--- src/rtl/hvac_pkg.sv ---
// Shared types and defaults for the HVAC zone scheduler.
// The optional HVAC_CONFLICT_FAULT_EN build uses the same types.
package hvac_pkg;

    localparam int DWELL_DEFAULT    = 8;
    localparam int DEADTIME_DEFAULT = 4;
    localparam int CNT_W            = 8;

    typedef enum logic [1:0] {
        IDLE  = 2'd0,
        SERVE = 2'd1,
        DEAD  = 2'd2
    } state_t;

    typedef enum logic {
        MODE_HEAT = 1'b0,
        MODE_COOL = 1'b1
    } mode_t;

    // Increment that sticks at lim; used for the dwell counter.
    function automatic logic [CNT_W-1:0] sat_inc(input logic [CNT_W-1:0] v,
                                                  input logic [CNT_W-1:0] lim);
        return (v >= lim) ? lim : v + 1'b1;
    endfunction

endpackage

--- src/rtl/hvac_zone_scheduler_if.sv ---
// Request/plant-control bundle between the zone controllers and the scheduler.
// The fault vector exists only when HVAC_CONFLICT_FAULT_EN is defined.
interface hvac_zone_scheduler_if #(
    parameter int NZONES = 4
);
    localparam int ZW = $clog2(NZONES);

    logic [NZONES-1:0] heat_req;
    logic [NZONES-1:0] cool_req;
    logic              heating;
    logic              cooling;
    logic [NZONES-1:0] valve;
    logic [ZW-1:0]     zone;
    logic              busy;
`ifdef HVAC_CONFLICT_FAULT_EN
    logic [NZONES-1:0] fault;
`endif

    modport master (
        output heat_req, cool_req,
        input  heating, cooling, valve, zone, busy
`ifdef HVAC_CONFLICT_FAULT_EN
        , input fault
`endif
    );

    modport slave (
        input  heat_req, cool_req,
        output heating, cooling, valve, zone, busy
`ifdef HVAC_CONFLICT_FAULT_EN
        , output fault
`endif
    );

endinterface

--- src/rtl/hvac_rr_pick.sv ---
// Combinational round-robin picker: first eligible index after 'last',
// wrapping modulo N. Shared by other single-resource arbiters.
module hvac_rr_pick #(
    parameter int N = 4,
    parameter int W = $clog2(N)
) (
    input  logic [N-1:0] eligible,
    input  logic [W-1:0] last,
    output logic         found,
    output logic [W-1:0] index
);

    logic [W-1:0] cand_idx [N];
    logic [N-1:0] cand_hit;

    // Candidate gi is the zone gi+1 places after 'last'.
    generate
        for (genvar gi = 0; gi < N; gi++) begin : g_cand
            logic [W:0] sum;
            assign sum = {1'b0, last} + (W+1)'(gi + 1);
            assign cand_idx[gi] = (sum >= (W+1)'(N)) ? W'(sum - (W+1)'(N)) : W'(sum);
            assign cand_hit[gi] = eligible[cand_idx[gi]];
        end
    endgenerate

    assign found = |cand_hit;

    always_comb begin
        index = last;
        for (int k = N - 1; k >= 0; k--) begin
            if (cand_hit[k]) begin
                index = cand_idx[k];
            end
        end
    end

endmodule

--- src/rtl/hvac_zone_scheduler.sv ---
// Round-robin plant scheduler with minimum dwell and all-off dead time.
// Define HVAC_CONFLICT_FAULT_EN to flag and exclude zones requesting heat and cool at once.
module hvac_zone_scheduler
    import hvac_pkg::*;
#(
    parameter int NZONES   = 4,
    parameter int DWELL    = DWELL_DEFAULT,
    parameter int DEADTIME = DEADTIME_DEFAULT
) (
    input logic                   clk,
    input logic                   rst,
    hvac_zone_scheduler_if.slave  bus
);

    localparam int ZW = $clog2(NZONES);
    localparam logic [ZW-1:0]    LAST_ZONE = ZW'(NZONES - 1);
    localparam logic [CNT_W-1:0] DWELL_C   = CNT_W'(DWELL);
    localparam logic [CNT_W-1:0] DEAD_C    = CNT_W'(DEADTIME);

    state_t            state_reg;
    mode_t             mode_reg;
    logic [CNT_W-1:0]  cnt_reg;
    logic [ZW-1:0]     zone_reg;
    logic [NZONES-1:0] valve_reg;
    logic              heating_reg;
    logic              cooling_reg;
    logic              busy_reg;

    logic [NZONES-1:0] eligible;
    logic              own_req;
    logic [NZONES-1:0] others_vec;
    logic              any_other;
    logic              pick_found;
    logic [ZW-1:0]     pick_idx;
    logic [NZONES-1:0] pick_oh;
    logic              pick_heat;

`ifdef HVAC_CONFLICT_FAULT_EN
    logic [NZONES-1:0] conflict;
    logic [NZONES-1:0] fault_reg;

    assign conflict = bus.heat_req & bus.cool_req;
    assign eligible = (bus.heat_req | bus.cool_req) & ~conflict;
    // A conflicting served zone counts as having dropped its request.
    assign own_req  = ((mode_reg == MODE_HEAT) ? bus.heat_req[zone_reg]
                                               : bus.cool_req[zone_reg])
                      & ~conflict[zone_reg];

    always_ff @(posedge clk) begin
        if (rst) begin
            fault_reg <= '0;
        end else begin
            fault_reg <= conflict;
        end
    end

    assign bus.fault = fault_reg;
`else
    assign eligible = bus.heat_req | bus.cool_req;
    assign own_req  = (mode_reg == MODE_HEAT) ? bus.heat_req[zone_reg]
                                              : bus.cool_req[zone_reg];
`endif

    generate
        for (genvar gi = 0; gi < NZONES; gi++) begin : g_zone
            assign others_vec[gi] = eligible[gi] && (zone_reg != ZW'(gi));
            assign pick_oh[gi]    = (pick_idx == ZW'(gi));
        end
    endgenerate

    assign any_other = |others_vec;
    assign pick_heat = bus.heat_req[pick_idx];

    hvac_rr_pick #(
        .N (NZONES),
        .W (ZW)
    ) u_pick (
        .eligible (eligible),
        .last     (zone_reg),
        .found    (pick_found),
        .index    (pick_idx)
    );

    always_ff @(posedge clk) begin
        if (rst) begin
            state_reg   <= IDLE;
            mode_reg    <= MODE_HEAT;
            cnt_reg     <= '0;
            zone_reg    <= LAST_ZONE;
            valve_reg   <= '0;
            heating_reg <= 1'b0;
            cooling_reg <= 1'b0;
            busy_reg    <= 1'b0;
        end else begin
            case (state_reg)
                IDLE: begin
                    if (pick_found) begin
                        state_reg   <= SERVE;
                        zone_reg    <= pick_idx;
                        mode_reg    <= pick_heat ? MODE_HEAT : MODE_COOL;
                        cnt_reg     <= CNT_W'(1);
                        valve_reg   <= pick_oh;
                        heating_reg <= pick_heat;
                        cooling_reg <= !pick_heat;
                        busy_reg    <= 1'b1;
                    end
                end
                SERVE: begin
                    // Release is only considered once the dwell has been met.
                    if (cnt_reg == DWELL_C && (!own_req || any_other)) begin
                        state_reg   <= DEAD;
                        valve_reg   <= '0;
                        heating_reg <= 1'b0;
                        cooling_reg <= 1'b0;
                        cnt_reg     <= CNT_W'(1);
                    end else begin
                        cnt_reg <= sat_inc(cnt_reg, DWELL_C);
                    end
                end
                DEAD: begin
                    if (cnt_reg == DEAD_C) begin
                        state_reg <= IDLE;
                        cnt_reg   <= '0;
                        busy_reg  <= 1'b0;
                    end else begin
                        cnt_reg <= cnt_reg + 1'b1;
                    end
                end
                default: begin
                    state_reg <= IDLE;
                end
            endcase
        end
    end

    assign bus.heating = heating_reg;
    assign bus.cooling = cooling_reg;
    assign bus.valve   = valve_reg;
    assign bus.zone    = zone_reg;
    assign bus.busy    = busy_reg;

endmodule

--- src/flat_wrapper.sv ---
// flat-port wrapper written by rule: the top's interface ports become plain ports
module hvac_zone_scheduler_flat import hvac_pkg::*;
#(
    parameter int NZONES   = 4,
    parameter int DWELL    = DWELL_DEFAULT,
    parameter int DEADTIME = DEADTIME_DEFAULT
)
  (clk, rst, bus_heat_req, bus_cool_req, bus_heating, bus_cooling, bus_valve, bus_zone, bus_busy);
  hvac_zone_scheduler_if #(.NZONES(NZONES)) bus_i ();
  input logic clk;
  input logic rst;
  input wire logic [$bits(bus_i.heat_req)-1:0] bus_heat_req;
  input wire logic [$bits(bus_i.cool_req)-1:0] bus_cool_req;
  output wire logic [$bits(bus_i.heating)-1:0] bus_heating;
  output wire logic [$bits(bus_i.cooling)-1:0] bus_cooling;
  output wire logic [$bits(bus_i.valve)-1:0] bus_valve;
  output wire logic [$bits(bus_i.zone)-1:0] bus_zone;
  output wire logic [$bits(bus_i.busy)-1:0] bus_busy;
  assign bus_i.heat_req = bus_heat_req;
  assign bus_i.cool_req = bus_cool_req;
  assign bus_heating = bus_i.heating;
  assign bus_cooling = bus_i.cooling;
  assign bus_valve = bus_i.valve;
  assign bus_zone = bus_i.zone;
  assign bus_busy = bus_i.busy;
  hvac_zone_scheduler #(.NZONES(NZONES), .DWELL(DWELL), .DEADTIME(DEADTIME)) u_core (.clk(clk), .rst(rst), .bus(bus_i));
endmodule
--- config.mk ---
export PLATFORM = sky130hd
export DESIGN_NAME = hvac_zone_scheduler_flat
export DESIGN_NICKNAME = d
export VERILOG_FILES = /design/src/rtl/hvac_pkg.sv /design/src/rtl/hvac_zone_scheduler_if.sv /design/src/rtl/hvac_rr_pick.sv /design/src/rtl/hvac_zone_scheduler.sv /design/src/flat_wrapper.sv
export SDC_FILE = /design/constraint.sdc
export NUM_CORES = 1
export LEC_CHECK = 0
export CAP_MARGIN = 0
export CORE_UTILIZATION = 25
export CTS_BUF_LIST = sky130_fd_sc_hd__clkbuf_4
export DETAILED_ROUTE_END_ITERATION = 16
export PLACE_DENSITY = 0.4
export SLEW_MARGIN = 20
export SYNTH_ARGS = -nofsm -noshare
export SYNTH_HDL_FRONTEND = slang
export SYNTH_SLANG_ARGS = --single-unit
--- constraint.sdc ---
create_clock -name clk -period 5.6 [get_ports clk]
set_input_delay 1.4 -clock clk [delete_from_list [all_inputs] [get_ports clk]]
set_output_delay 1.4 -clock clk [all_outputs]
set_load 0.03 [all_outputs]
---- Word level (Yosys, flattened, before mapping) ----
Index checks and enable logic that the tools add are counted.
storage, ports and cells
  register bits ........................... 20
  bits of input ports ..................... 10
  output and inout bits ................... 9
  word-level logic and storage cells ...... 107
operators by class
  bitwise operators ....................... 1
  reductions and logical operators ........ 21
  multiplexer cells ....................... 44
  $lt $le $gt $ge ......................... 11
  equality and inequality tests ........... 13
  $add $sub $neg .......................... 9
operators by type and width
  cell                                                                           number
  8-bit two-way mux                                                              4
  8-bit case mux with 3 select lines                                             1
  2-bit two-way mux                                                              11
  2-bit by 3-bit less-than comparator with 1-bit output (second input constant)  6
  1-bit binary-select mux with 2-bit select                                      7
  1-bit two-way mux                                                              14
  3-bit >= comparator (second input constant)                                    4
  3-bit AND reduction                                                            3
  8-bit by 1-bit adder with 8-bit output (second input constant)                 1
  8-bit by 3-bit equality test with 1-bit output (second input constant)         1
  8-bit by 4-bit equality test with 1-bit output (second input constant)         1
  8-bit by 4-bit >= comparator with 1-bit output (second input constant)         1
  4-bit two-way mux                                                              2
  2-bit by 1-bit inequality test with 1-bit output (second input constant)       4
  4-bit case mux with 2 select lines                                             1
  4-bit OR reduction                                                             2
  2-bit by 1-bit subtractor with 2-bit output (second input constant)            4
  2-bit by 2-bit adder with 3-bit output (second input constant)                 2
  2-bit equality test (second input constant)                                    3
  1-bit case mux with 2 select lines                                             3
  2-bit case mux with 3 select lines                                             1
  2-bit nonzero test                                                             3
  1-bit logical AND                                                              5
  2-bit by 1-bit equality test with 1-bit output (second input constant)         2
  9 further kinds                                                                13

---- Logic depth before layout (Yosys ltp) ----
  depth after elaboration ................. 14
  gate-level depth with buffers ........... 8
  depth with buffers taken out ............ 7

---- Hierarchy ----
A second synthesis with hierarchy kept.
second synthesis, totals
  cells, all modules ...................... 176
  area, all modules ....................... 1462.7 µm²
by module, submodules not included
  module               times used  area an instance (µm²)  cells an instance  sequential area each (µm²)
  hvac_zone_scheduler  1           1380.1                  162                400.4
  hvac_rr_pick         1           82.6                    14                 0.0

---- Least setup slack after synthesis ----
Ideal clock, no wire load.
  path type ............................... input port to flip-flop
  start ................................... input bus_heat_req[3]
  end ..................................... register u_core.heating_reg (netlist: u_core.bus.heating)
  data required time ...................... 5.483 ns
  stages on the path ...................... 6
  path buffers ............................ 1
  arrival time ............................ 2.942 ns
  library setup time ...................... 0.117 ns
  slack ................................... 2.540 ns
  cell sequence ........................... clkbuf_1 -> or4b_4 -> and2_0 -> a222oi_1 -> nand2_1 -> a32o_1
between the ends
  word-level cells in the longest chain between the ends .. 11
  elaborated cells between the ends (all ways) .. 29
  classes of those cells .................. 2 x eq/ne; 19 x mux; 1 x bitwise; 7 x reduce/logical
RTL lines
  item                                       RTL line                    RTL
  from (decl)                                flat_wrapper.sv:12          input wire logic [$bits(bus_i.heat_req)-1:0] bus_heat_req;
  4-bit OR                                   hvac_zone_scheduler.sv:59   assign eligible = bus.heat_req | bus.cool_req;
  1-bit binary-select mux with 2-bit select  hvac_rr_pick.sv:22          assign cand_hit[gi] = eligible[cand_idx[gi]];
  1-bit two-way mux (not written as such)    hvac_rr_pick.sv:22
  2-bit two-way mux (4 in a row)             hvac_rr_pick.sv:31          if (cand_hit[k]) begin
  1-bit binary-select mux with 2-bit select  hvac_zone_scheduler.sv:72   assign pick_heat = bus.heat_req[pick_idx];
  1-bit two-way mux (not written as such)    hvac_zone_scheduler.sv:72
  1-bit two-way mux                          hvac_zone_scheduler.sv:97   if (pick_found) begin
  1-bit case mux with 2 select lines         hvac_zone_scheduler.sv:95   case (state_reg)
  to (signal assigned)                       hvac_zone_scheduler.sv:103  heating_reg <= pick_heat;
  to (decl)                                  hvac_zone_scheduler.sv:25   logic heating_reg;
Parallel ways exist; a longest one is shown, timed or not. The select of a mux whose other input is x is not followed.
A chain may end at the register's enable or synchronous reset.

---- Worst setup path after layout ----
  start ................................... input bus_heat_req[3]
  end ..................................... register u_core.mode_reg
between the ends
  word-level cells in the longest chain between the ends .. 10
  elaborated cells between the ends (all ways) .. 18
  classes of those cells .................. 15 x mux; 1 x bitwise; 2 x reduce/logical
RTL lines
  item                                       RTL line                    RTL
  4-bit OR                                   hvac_zone_scheduler.sv:59
  1-bit binary-select mux with 2-bit select  hvac_rr_pick.sv:22
  1-bit two-way mux (not written as such)    hvac_rr_pick.sv:22
  2-bit two-way mux (4 in a row)             hvac_rr_pick.sv:31
  1-bit binary-select mux with 2-bit select  hvac_zone_scheduler.sv:72
  1-bit two-way mux (not written as such)    hvac_zone_scheduler.sv:72
  1-bit two-way mux                          hvac_zone_scheduler.sv:100  mode_reg <= pick_heat ? MODE_HEAT : MODE_COOL;
  to (signal assigned)                       hvac_zone_scheduler.sv:100
  to (decl)                                  hvac_zone_scheduler.sv:21   mode_t mode_reg;
Parallel ways exist; a longest one is shown, timed or not. The select of a mux whose other input is x is not followed.

==> key figures <==
Run status
  • Outcome: complete, no violations

Timing
  • Final setup viols: 0
  • Worst-Margin Slew: about 0.88 ns
  • Tmin final: 3.37 ns
  • Worst slew margin: 40.8%
  • Fmax: 297 MHz
  • TNS Setup: 0 ns
  • Hold Vio Cnt, Final: 0
  • Clk_skew: 0.0172 ns
  • Fin crit share: 60.1%
  • Final Max Slew Viols: 0
  • RSZ-0062 raised after global routing: false

Logic synthesis
  • Sequential share of the synthesized area: 26.7%
  • Netlist Area Pre-Place: 1500 sq um
  • Post-synth EDFFs: 0
  • Area fraction in compound gates after synthesis: 28.9%
  • XOR/XNOR Fraction of Synth Area: 0%
  • Gate Count Post-Synth: 183
  • Simple-gate area share of the yosys netlist: 24.9%
  • Area contributors post-synth: dfxtp_1, ha_1, inv_1, a21oi_1, nand2_1
  • Top_reg_cell synth: dfxtp_1
  • Synth Area in Adders: 8.34%
  • Area share of the largest cell type after synthesis: 26.7%
  • Synthesized net count: about 200
  • Multiplexer share of the synthesized area: just under 5%
  • Syn Area/Cell: 8.20 sq um
  • Ys async rst share: 0%
  • Largest family of logic cells by synthesized area: compound AO/OA/AOI/OAI gates
  • Seq cells post-synth: 20
  • Post-synth cell types: 54
  • Synth warn: 0
  • Top cell type by total area after synthesis: dfxtp_1

Route
  • Vias/cell: 5.32
  • Final ANT Viol Nets: 0
  • DR pass1 iterations: 4
  • Post-Route WL: 3910 um
  • Residual DRC: 0
  • Vias post-DR: approximately 1400
  • First DRT Iteration DRCs: 28
  • WL/cell: 14.4 um

Layout
  • Share of cells above drive strength 1: 7.04%
  • Design area: 1790 sq um
  • Number of diodes: 0
  • Final #Nets: 220
  • Area Growth Syn to Fin: 19.4%
  • Max reg flops: 8

Pwr
  • Int Power: 0.000386 W
  • Leak: 0.661 nW
  • Sw Pwr: 0.000263 W
  • Sequential share of power: 31.9%
  • Switching Share: 40.5%
  • VDD IR max: 0.163 mV
  • Comb power frac: 49.5%
  • Clk pwr share: a little under a fifth
  • Power Dens Cells: around 360 nW/um^2

Worst setup path
  • Buf/Inv on CP: 1
  • Worst path slowest cell: or4b_4
  • Crit path cell chain: clkdlybuf4s50_1 -> or4b_4 -> and2_0 -> a222oi_1 -> nand2_1 -> a311oi_2
  • Critical path required time: 5.83 ns
  • Crit path arrival time: 3.60 ns
  • Crit path max fanout: 9
  • CP peak stage delay: 0.58 ns
  • Critical Path Sink Type: register
  • CP startpoint kind: input port
  • Critical path's top delay family: simple AND/OR/NAND/NOR gates
  • Crit Path Category: in2reg

Floorplanning
  • Die area: 6310 sq um
  • Core box area: 5640 sq um
  • Die Wd: about 79 um
  • IO Count: 19
  • DIE HEIGHT: 79.5 um
  • Std cell rows: 27
  • Initial Util: 26.6%

Place
  • Final GP Congestion: 0.839
  • Port-buffer cells: 18
  • Post-DP HPWL: ~3000 um
  • Post-DP Area: roughly 1700 sq um

Clock tree
  • Reg clk slew, reported paths: 0.13 ns
  • H-tree levels: 1
  • Sink Count: 20
  • Clock insertion delay at the later pin of the skew report: 0.31 ns
  • CTS tree: yes
  • Cts hold-fix bufs: 0
  • Post-CTS Setup Bufs: 0
  • Num CTS Buffers: 3
  • Maximum root-to-sink buffer count: 2
  • Clock root cell: clkbuf_4
  • Post-CTS Resized: 0

Flow run
  • Maxcap violations: 0

Global route
  • Initial antenna violation count: 0
  • Total grt overflow: 0
  • Vias in the first global route: between 1000 and 1500
  • Total GRT Usage: 13.7%
  • Largest net degree at the start of global routing: 16
  • First-pass GRT wire length: 6890 um

Hold path
  • Worst hold path class: reg2reg
[synthesized netlist by cell type, types with 4 or more instances]
cell type and instances:
a21oi_1 12, dfxtp_1 20, ha_1 10, inv_1 17
mux2i_1 5, nand2_1 16, nand3_1 9, nor2_1 10
nor3_1 4, nor4_1 6, o211ai_1 4, o21ai_0 5
o2bb2ai_1 5
[metrics by stage]
step	util, %	instances	setup slack (ns)	power, W	hold slack [ns]
5_1_grt	31.8	271	2.03	0.000698	0.505
3_3_place_gp	30.8	267	1.86	0.000532	0.446
2_1_floorplan	-	183	2.54	0.000437	0.459
6_report	31.8	271	2.23	0.000649	0.483
3_5_place_dp	30.8	267	1.87	0.000531	0.455
4_1_cts	31.8	271	2.21	0.000656	0.488
[worst paths after layout]
path | start | slack [ns] | endpoint | cells past startpoint
min reg2reg | u_core.bus.valve[0]$_SDFFE_PP0P_ | 0.48 | u_core.bus.valve[0]$_SDFFE_PP0P_ | 1
max | bus_heat_req[3] | 2.23 | u_core.mode_reg$_SDFFE_PP0P_ | 6
min | u_core.bus.valve[0]$_SDFFE_PP0P_ | 0.48 | u_core.bus.valve[0]$_SDFFE_PP0P_ | 1
max reg2reg | u_core.bus.zone[0]$_SDFFE_PP1P_ | 2.80 | u_core.mode_reg$_SDFFE_PP0P_ | 6
[layout by cell type, fill, tap and decap left out, drive strengths merged, types with 2 or more instances in the layout]
| cell type | instances |
|---|---|
| dfxtp | 20 |
| clkdlybuf4s50 | 18 |
| inv | 17 |
| nand2 | 16 |
| a21oi | 12 |
| nor2 | 10 |
| ha | 10 |
| nand3 | 9 |
| nor4 | 6 |
| mux2i | 5 |
| o21ai | 5 |
| o2bb2ai | 5 |
| nor3 | 4 |
| o211ai | 4 |
| o21bai | 3 |
| nand2b | 3 |
| and3 | 3 |
| a31oi | 3 |
| o32ai | 3 |
| clkbuf | 3 |
| o22ai | 3 |
| a21bo | 2 |
| or3 | 2 |
| or3b | 2 |
| nor3b | 2 |
| nor2b | 2 |
| o221a | 2 |
| o31ai | 2 |
| and2 | 2 |
| or4b | 2 |
| a311oi | 2 |
[cell families after synthesis]
family	count (synthesis)
fa+ha+maj	10
flops	20
mux	6
simple gates	68
compound gates	56
buf+inv	23
[power by group through the flow]
| stage | combinational [W] | clock [W] | sequential (W) |
|---|---|---|---|
| detailed placement | 0.000322 | 0 | 0.000209 |
| finish | 0.000321 | 0.000121 | 0.000207 |
| floorplan | 0.000203 | 0 | 0.000234 |
| CTS | 0.000323 | 0.000126 | 0.000206 |
| global placement | 0.000324 | 0 | 0.000208 |
| global route | 0.000353 | 0.000133 | 0.000213 |
[final cells by class]
class                      count  area (sq um)
inverter                      17          63.8
clock buffer                   3          22.5
sequential                    20           400
tap                           72          90.1
multi-input combinational    140          1000
timing repair buffer          18           180
fill                         589          3850
clock inverter                 1          30.0
[routing by layer]
| layer | part of all wire [%] | global-route usage (%) | up-vias |
|---|---|---|---|
| met5 | 0 | 0 | - |
| met4 | 1.2 | 3.09 | 0 |
| met3 | 3.7 | 3.31 | 6 |
| met2 | 46 | 21.9 | 27 |
| met1 | 49 | 18.4 | 685 |
| li1 | - | - | 723 |
No activity file was read; power rests on OpenSTA's default activity.
==> RTL edit 1, RTL diff (config.mk and constraints unchanged) <==
Re-encode `state_t` (3 states) as one-hot, 3 bits wide.
--- a/src/rtl/hvac_pkg.sv
+++ b/src/rtl/hvac_pkg.sv
@@ -8,6 +8,6 @@
 
-    typedef enum logic [1:0] {
-        IDLE  = 2'd0,
-        SERVE = 2'd1,
-        DEAD  = 2'd2
+    typedef enum logic [2:0] {
+        IDLE  = 3'b001,
+        SERVE = 3'b010,
+        DEAD  = 3'b100
     } state_t;
Function: no difference found for any inputs over 10 cycles, from zero or initial values and one cycle with rst high; not proved beyond that.
==> RTL edit 1 against the unedited design <==
  * Combinational power shrank 25%
  * Sequential cell count increased by 1
  * Highest routed layer unchanged
  * Worst hold slack better by 0.0051 ns
  * Area after synthesis down 3.7%
  * Final cell count down 4.4%
  * Worst setup slack got worse by 0.15 ns
  * Critical endpoint unchanged
  * Global-route usage down 0.41 points
  * Final area is 4.3% lower
  * Total power shrank 21%
  * Routed wire length is 4.8% lower
==> RTL edit 1: results (changes against the unedited design) <==
In the post-synthesis netlist, the biggest area contributors are dfxtp_1, nor2_1, ha_1. The flow ran to the end, and the final reports show no timing, DRC or antenna violations. The aggregate routed wire length was 3.73 mm (-4.8%). The worst-case reg-to-reg path depth is 7 (+1). The number of fill cells is 611 (+3.7%).

The worst clock skew is 0.00631 ns (-0.0109 ns). The clock slew seen by the registers of the worst setup and hold paths was 0.11 ns (-0.02 ns). The sequential-to-total area share from yosys stat was 29.1% (+2.4 points). Tracing the worst setup path back leads to its startpoint at bus_heat_req[0]. The count of buffers from port buffering is 18 (unchanged). The total via count in the routed design was 1,373 (-4.7%). The global routing usage on met1 came out at 17.3% (-1.1 points). The number of distinct standard cells referenced by the synthesized netlist is 48 (-11%). The largest net degree at the start of global routing is 19 (+3).

The share of cell area taken by muxes after synthesis is 10.2% (+5.4 points). The worst endpoint data arrival time is 3.77 ns (+0.17 ns). The leakage power is 0.612 nW (-7.4%).

The worst-path maximum fanout is 7 (-2). The actual transition at the worst max-transition pin came out at 0.659 ns (-0.221 ns). The final net count is 204 (-7.3%). The maximum clock rate is 0.285 GHz (-4.2%). The total setup buffers inserted after CTS came out at 0 (unchanged).

The worst hold path begins at u_core.bus.heating$_SDFFE_PP0P_. The fraction of the mapped netlist area in adder cells is 5.19% (-3.1 points). For this run, the leading register cell type out of synthesis is dfxtp_1. The synthesized netlist net count is 186 (-8.4%). The share of cells above drive strength 1 is 11.2% (+4.2 points). The met2 track demand over resource in global routing came out at 23.4% (+1.5 points). The initial detailed-routing violation count is 62 (+120%).

The flip-flop count of the largest register after layout came to 8 (unchanged). By count the netlist is led by nor2_1, dfxtp_1, o21ai_0, nor3_1, inv_1. The share of async-settable or async-resettable flops after synthesis is 0% (unchanged). The total global routing track utilization came out at 13.3% (-0.41 points). The first-pass GRT wire length is 6.50 mm (-5.6%). The flop-to-flop setup slack is 2.67 ns (-0.13 ns). The via count of the first global-routing pass is 1,342 (-4.3%). The routability-driven placement congestion ratio came to 0.752 (-10%).

The area fraction in compound gates after synthesis came out at 22.8% (-6.1 points). The destination of the worst register-to-register timing path is u_core.bus.valve[2]$_SDFFE_PP0P_. The number of antenna violations at the first check in global routing came out at 0 (unchanged). The post-synthesis share of cell area spent on xor and xnor gates came out at 3.64% (+3.6 points). The placed wire-length estimate came out at 2.84 mm (-5.4%). The met3 demand-to-capacity share in global routing came out at 2.91% (-0.41 points).

The setup slack at placement is 1.76 ns (-0.107 ns). The root buffer cell chosen for the clock tree is clkbuf_4. The highest ir drop seen on vdd is 179 uV (+10%).
==> RTL edit 1: cell count changes after synthesis, moves of 5 or more <==
cell / delta
inv_1: -10
o21ai_0: +7
xor2_1: +5
nor2_1: +18
nand2_1: -13
nand3_1: -7
nor3_1: +5
o2bb2ai_1: -5
a21oi_1: -9
==> RTL edit 1: layer usage <==
metal  part of all wire (%)  wire length, um
met2                     49             1840
met5                      0                0
met4                   0.27               10
met3                    3.5              130
met1                     47             1750
==> RTL edit 1: worst min-delay path by stage <==
stage,slack (ns),cells after the start,endpoint
finish,0.49,2,u_core.bus.heating$_SDFFE_PP0P_
global route,0.52,2,u_core.bus.heating$_SDFFE_PP0P_
CTS,0.49,2,u_core.bus.heating$_SDFFE_PP0P_
detailed placement,0.47,2,u_core.bus.heating$_SDFFE_PP0P_
global placement,0.46,2,u_core.bus.heating$_SDFFE_PP0P_
floorplan,0.48,2,u_core.cnt_reg[7]$_SDFFE_PP0P_
==> RTL edit 1: layout make-up <==
cell class / count / share of cell area [%]
Clock buffer: 4 / 1.75
Timing Repair Buffer: 19 / 10.9
Inverter: 7 / 1.53
Sequential cell: 21 / 24.5
Tap cell: 72 / 5.25
Multi-Input combinational cell: 136 / 56.0
==> RTL edit 1: where the power goes <==
| group | switching, mW | internal [mW] | total [mW] |
|---|---|---|---|
| Combinational | 0.132 | 0.108 | 0.240 |
| Sequential | 0.0266 | 0.170 | 0.196 |
| Clock | 0.0460 | 0.0326 | 0.0786 |
| Total | 0.205 | 0.310 | 0.515 |
==> RTL edit 1: kinds of logic after synthesis <==
family | count (synthesis)
xor+xnor | 6
simple gates | 68
fa+ha+maj | 6
flops | 21
compound gates | 47
mux | 9
buf+inv | 13
==> RTL edit 1: worst max-delay path, stage by stage <==
cell,delay (ns)
clkdlybuf4s50_1,0.63
nor2_1,0.14
mux4_2,0.55
or4_1,0.53
o211ai_1,0.11
a2bb2oi_2,0.23
a22o_2,0.18
==> RTL edit 1: per-stage QoR <==
step / power, mW / hold slack (ns) / util [%] / cell area (um^2) / instances
global placement: 0.443 / 0.461 / 30.4 / 1690 / 255
CTS: 0.521 / 0.491 / 31.0 / 1720 / 259
floorplan: 0.367 / 0.481 / - / 1450 / 170
finish: 0.515 / 0.488 / 31.0 / 1720 / 259
global route: 0.555 / 0.516 / 31.0 / 1720 / 259
detailed placement: 0.440 / 0.474 / 30.4 / 1690 / 255
==> RTL edit 2, RTL diff (same settings) <==
Without the edit above. `NZONES` is set to 4 in 3 places; all go to 8.
--- a/src/rtl/hvac_zone_scheduler_if.sv
+++ b/src/rtl/hvac_zone_scheduler_if.sv
@@ -3,3 +3,3 @@
 interface hvac_zone_scheduler_if #(
-    parameter int NZONES = 4
+    parameter int NZONES = 8
 );
--- a/src/rtl/hvac_zone_scheduler.sv
+++ b/src/rtl/hvac_zone_scheduler.sv
@@ -5,3 +5,3 @@
 #(
-    parameter int NZONES   = 4,
+    parameter int NZONES   = 8,
     parameter int DWELL    = DWELL_DEFAULT,
--- a/src/flat_wrapper.sv
+++ b/src/flat_wrapper.sv
@@ -3,3 +3,3 @@
 #(
-    parameter int NZONES   = 4,
+    parameter int NZONES   = 8,
     parameter int DWELL    = DWELL_DEFAULT,
Interface: changed (resized bus_cool_req, bus_heat_req, bus_valve and bus_zone); port bits go from 19 to 32. No check against the original RTL was run, so the function may have changed too.
==> RTL edit 2 against the unedited design <==
  * First-iteration DRC count grew to 10 times the old value
  * Sequential cell count grew 5
  * Final cell count grew 72%
  * Total power grew to 3.0 times the old value
  * Area after synthesis grew 77%
  * Routed wire length grew 130%
  * Worst setup slack lost 1.0 ns
  * Final area grew 71%
==> RTL edit 2: results (changes against the unedited design) <==
Yosys attributes the largest share of cell area to dfxtp_1, mux4_2, ha_1. The least setup slack across all paths after layout came to 1.21 ns (-1.03 ns). The leakage power is 1.06 nW (+60%). The worst-case reg-to-reg path depth came out at 10 (+4).

The portion of the layout cell area used by non-clock buffers is 10.8% (+0.78 points). The count of buffers from port buffering came out at 31 (+13). The flop-to-flop setup slack is 1.81 ns (-0.99 ns). The global routing usage on met1 came out at 23.8% (+5.3 points). The total global routing track utilization is 16.1% (+2.4 points). The number of non-clock inverters came out at 16 (-1).

Ranked by instance count, the synthesized netlist is headed by nor2_1, dfxtp_1, nand2_1, a21oi_1, nor3_1. The clock network area share is 0.978% (-2.0 points). The placed wire-length estimate came out at 6.63 mm (+120%).

The average size of a mapped cell is 8.64 um^2 (+5.5%). The sequential portion of the cell area came out at 16.3% (-6.1 points). The met1 wire length was 4.31 mm (+130%).

The total number of sequential cells came to 25 (+25%). The actual transition at the worst max-transition pin was 0.899 ns (+0.0186 ns). The combined area of the multi-input logic cells came out at 1980 um^2 (+97%). The number of distinct standard cells referenced by the synthesized netlist is 64 (+19%). The setup slack at placement was 0.919 ns (-0.951 ns). The share of cells above drive strength 1 came to 16.1% (+9.0 points). The wire length on met2 is 3.82 mm (+110%). The number of placed instances, taps included is 462 (+73%). The routed length on met3 is 529 um (+270%). The routability-driven placement congestion ratio came out at 0.837 (-0.33%). The via count of the first global-routing pass came out at 2,545 (+81%). The run finished with clean final reports. The worst hold path endpoint is u_core.mode_reg$_SDFFE_PP0P_. The worst endpoint data arrival time is 4.64 ns (+1.04 ns). In this run the most critical hold path is launched from u_core.mode_reg$_SDFFE_PP0P_.

The average wire per cell in the routed design is 18.9 um (+31%). The clock slew seen by the registers of the worst setup and hold paths came out at 0.15 ns (+0.02 ns). The synthesized netlist net count came to 339 (+67%). The worst hold slack after final layout came to 0.508 ns (+0.0256 ns).
[RTL edit 2: cell count changes in the layout (fill, tap and decap cells not counted), sizes merged, moves of 6 or more]
cell / before / now
o211ai: 4 / 10
a22oi: 0 / 10
mux4: 1 / 16
o21ai: 5 / 14
nor3: 4 / 16
clkdlybuf4s50: 18 / 31
nor2: 10 / 31
a21oi: 12 / 20
nand2: 16 / 22
[RTL edit 2: worst max path at each step]
| stage | end | start |
|---|---|---|
| floorplan | u_core.bus.heating$_SDFFE_PP0P_ | bus_cool_req[2] |
| global placement | u_core.bus.heating$_SDFFE_PP0P_ | bus_heat_req[2] |
| detailed placement | u_core.bus.heating$_SDFFE_PP0P_ | bus_heat_req[2] |
| CTS | u_core.mode_reg$_SDFFE_PP0P_ | bus_heat_req[2] |
| global route | u_core.mode_reg$_SDFFE_PP0P_ | bus_heat_req[2] |
| finish | u_core.mode_reg$_SDFFE_PP0P_ | bus_heat_req[2] |
[RTL edit 2: critical path: stages]
cell and delay, ns:
clkdlybuf4s50_1 0.54, nor2_1 0.41, a21oi_2 0.16, mux4_1 0.62, nor2_2 0.17, or4b_4 0.49, and3_4 0.23, a2111oi_4 0.27
nor2_1 0.10, a221oi_2 0.24
[RTL edit 2: power by group through the flow]
stage	logic (mW)	registers, mW	clock network (mW)
6_report	1.59	0.272	0.0884
4_1_cts	1.59	0.273	0.0947
3_5_place_dp	1.57	0.276	0
3_3_place_gp	1.60	0.277	0
5_1_grt	1.73	0.279	0.103
2_1_floorplan	1.16	0.354	0
[RTL edit 2: logic make-up after synthesis]
group           synth area share (%)
compound gates                  27.4
flops                           18.8
buf+inv                         6.91
xor+xnor                        1.03
mux                             15.2
simple gates                    24.5
fa+ha+maj                       6.11
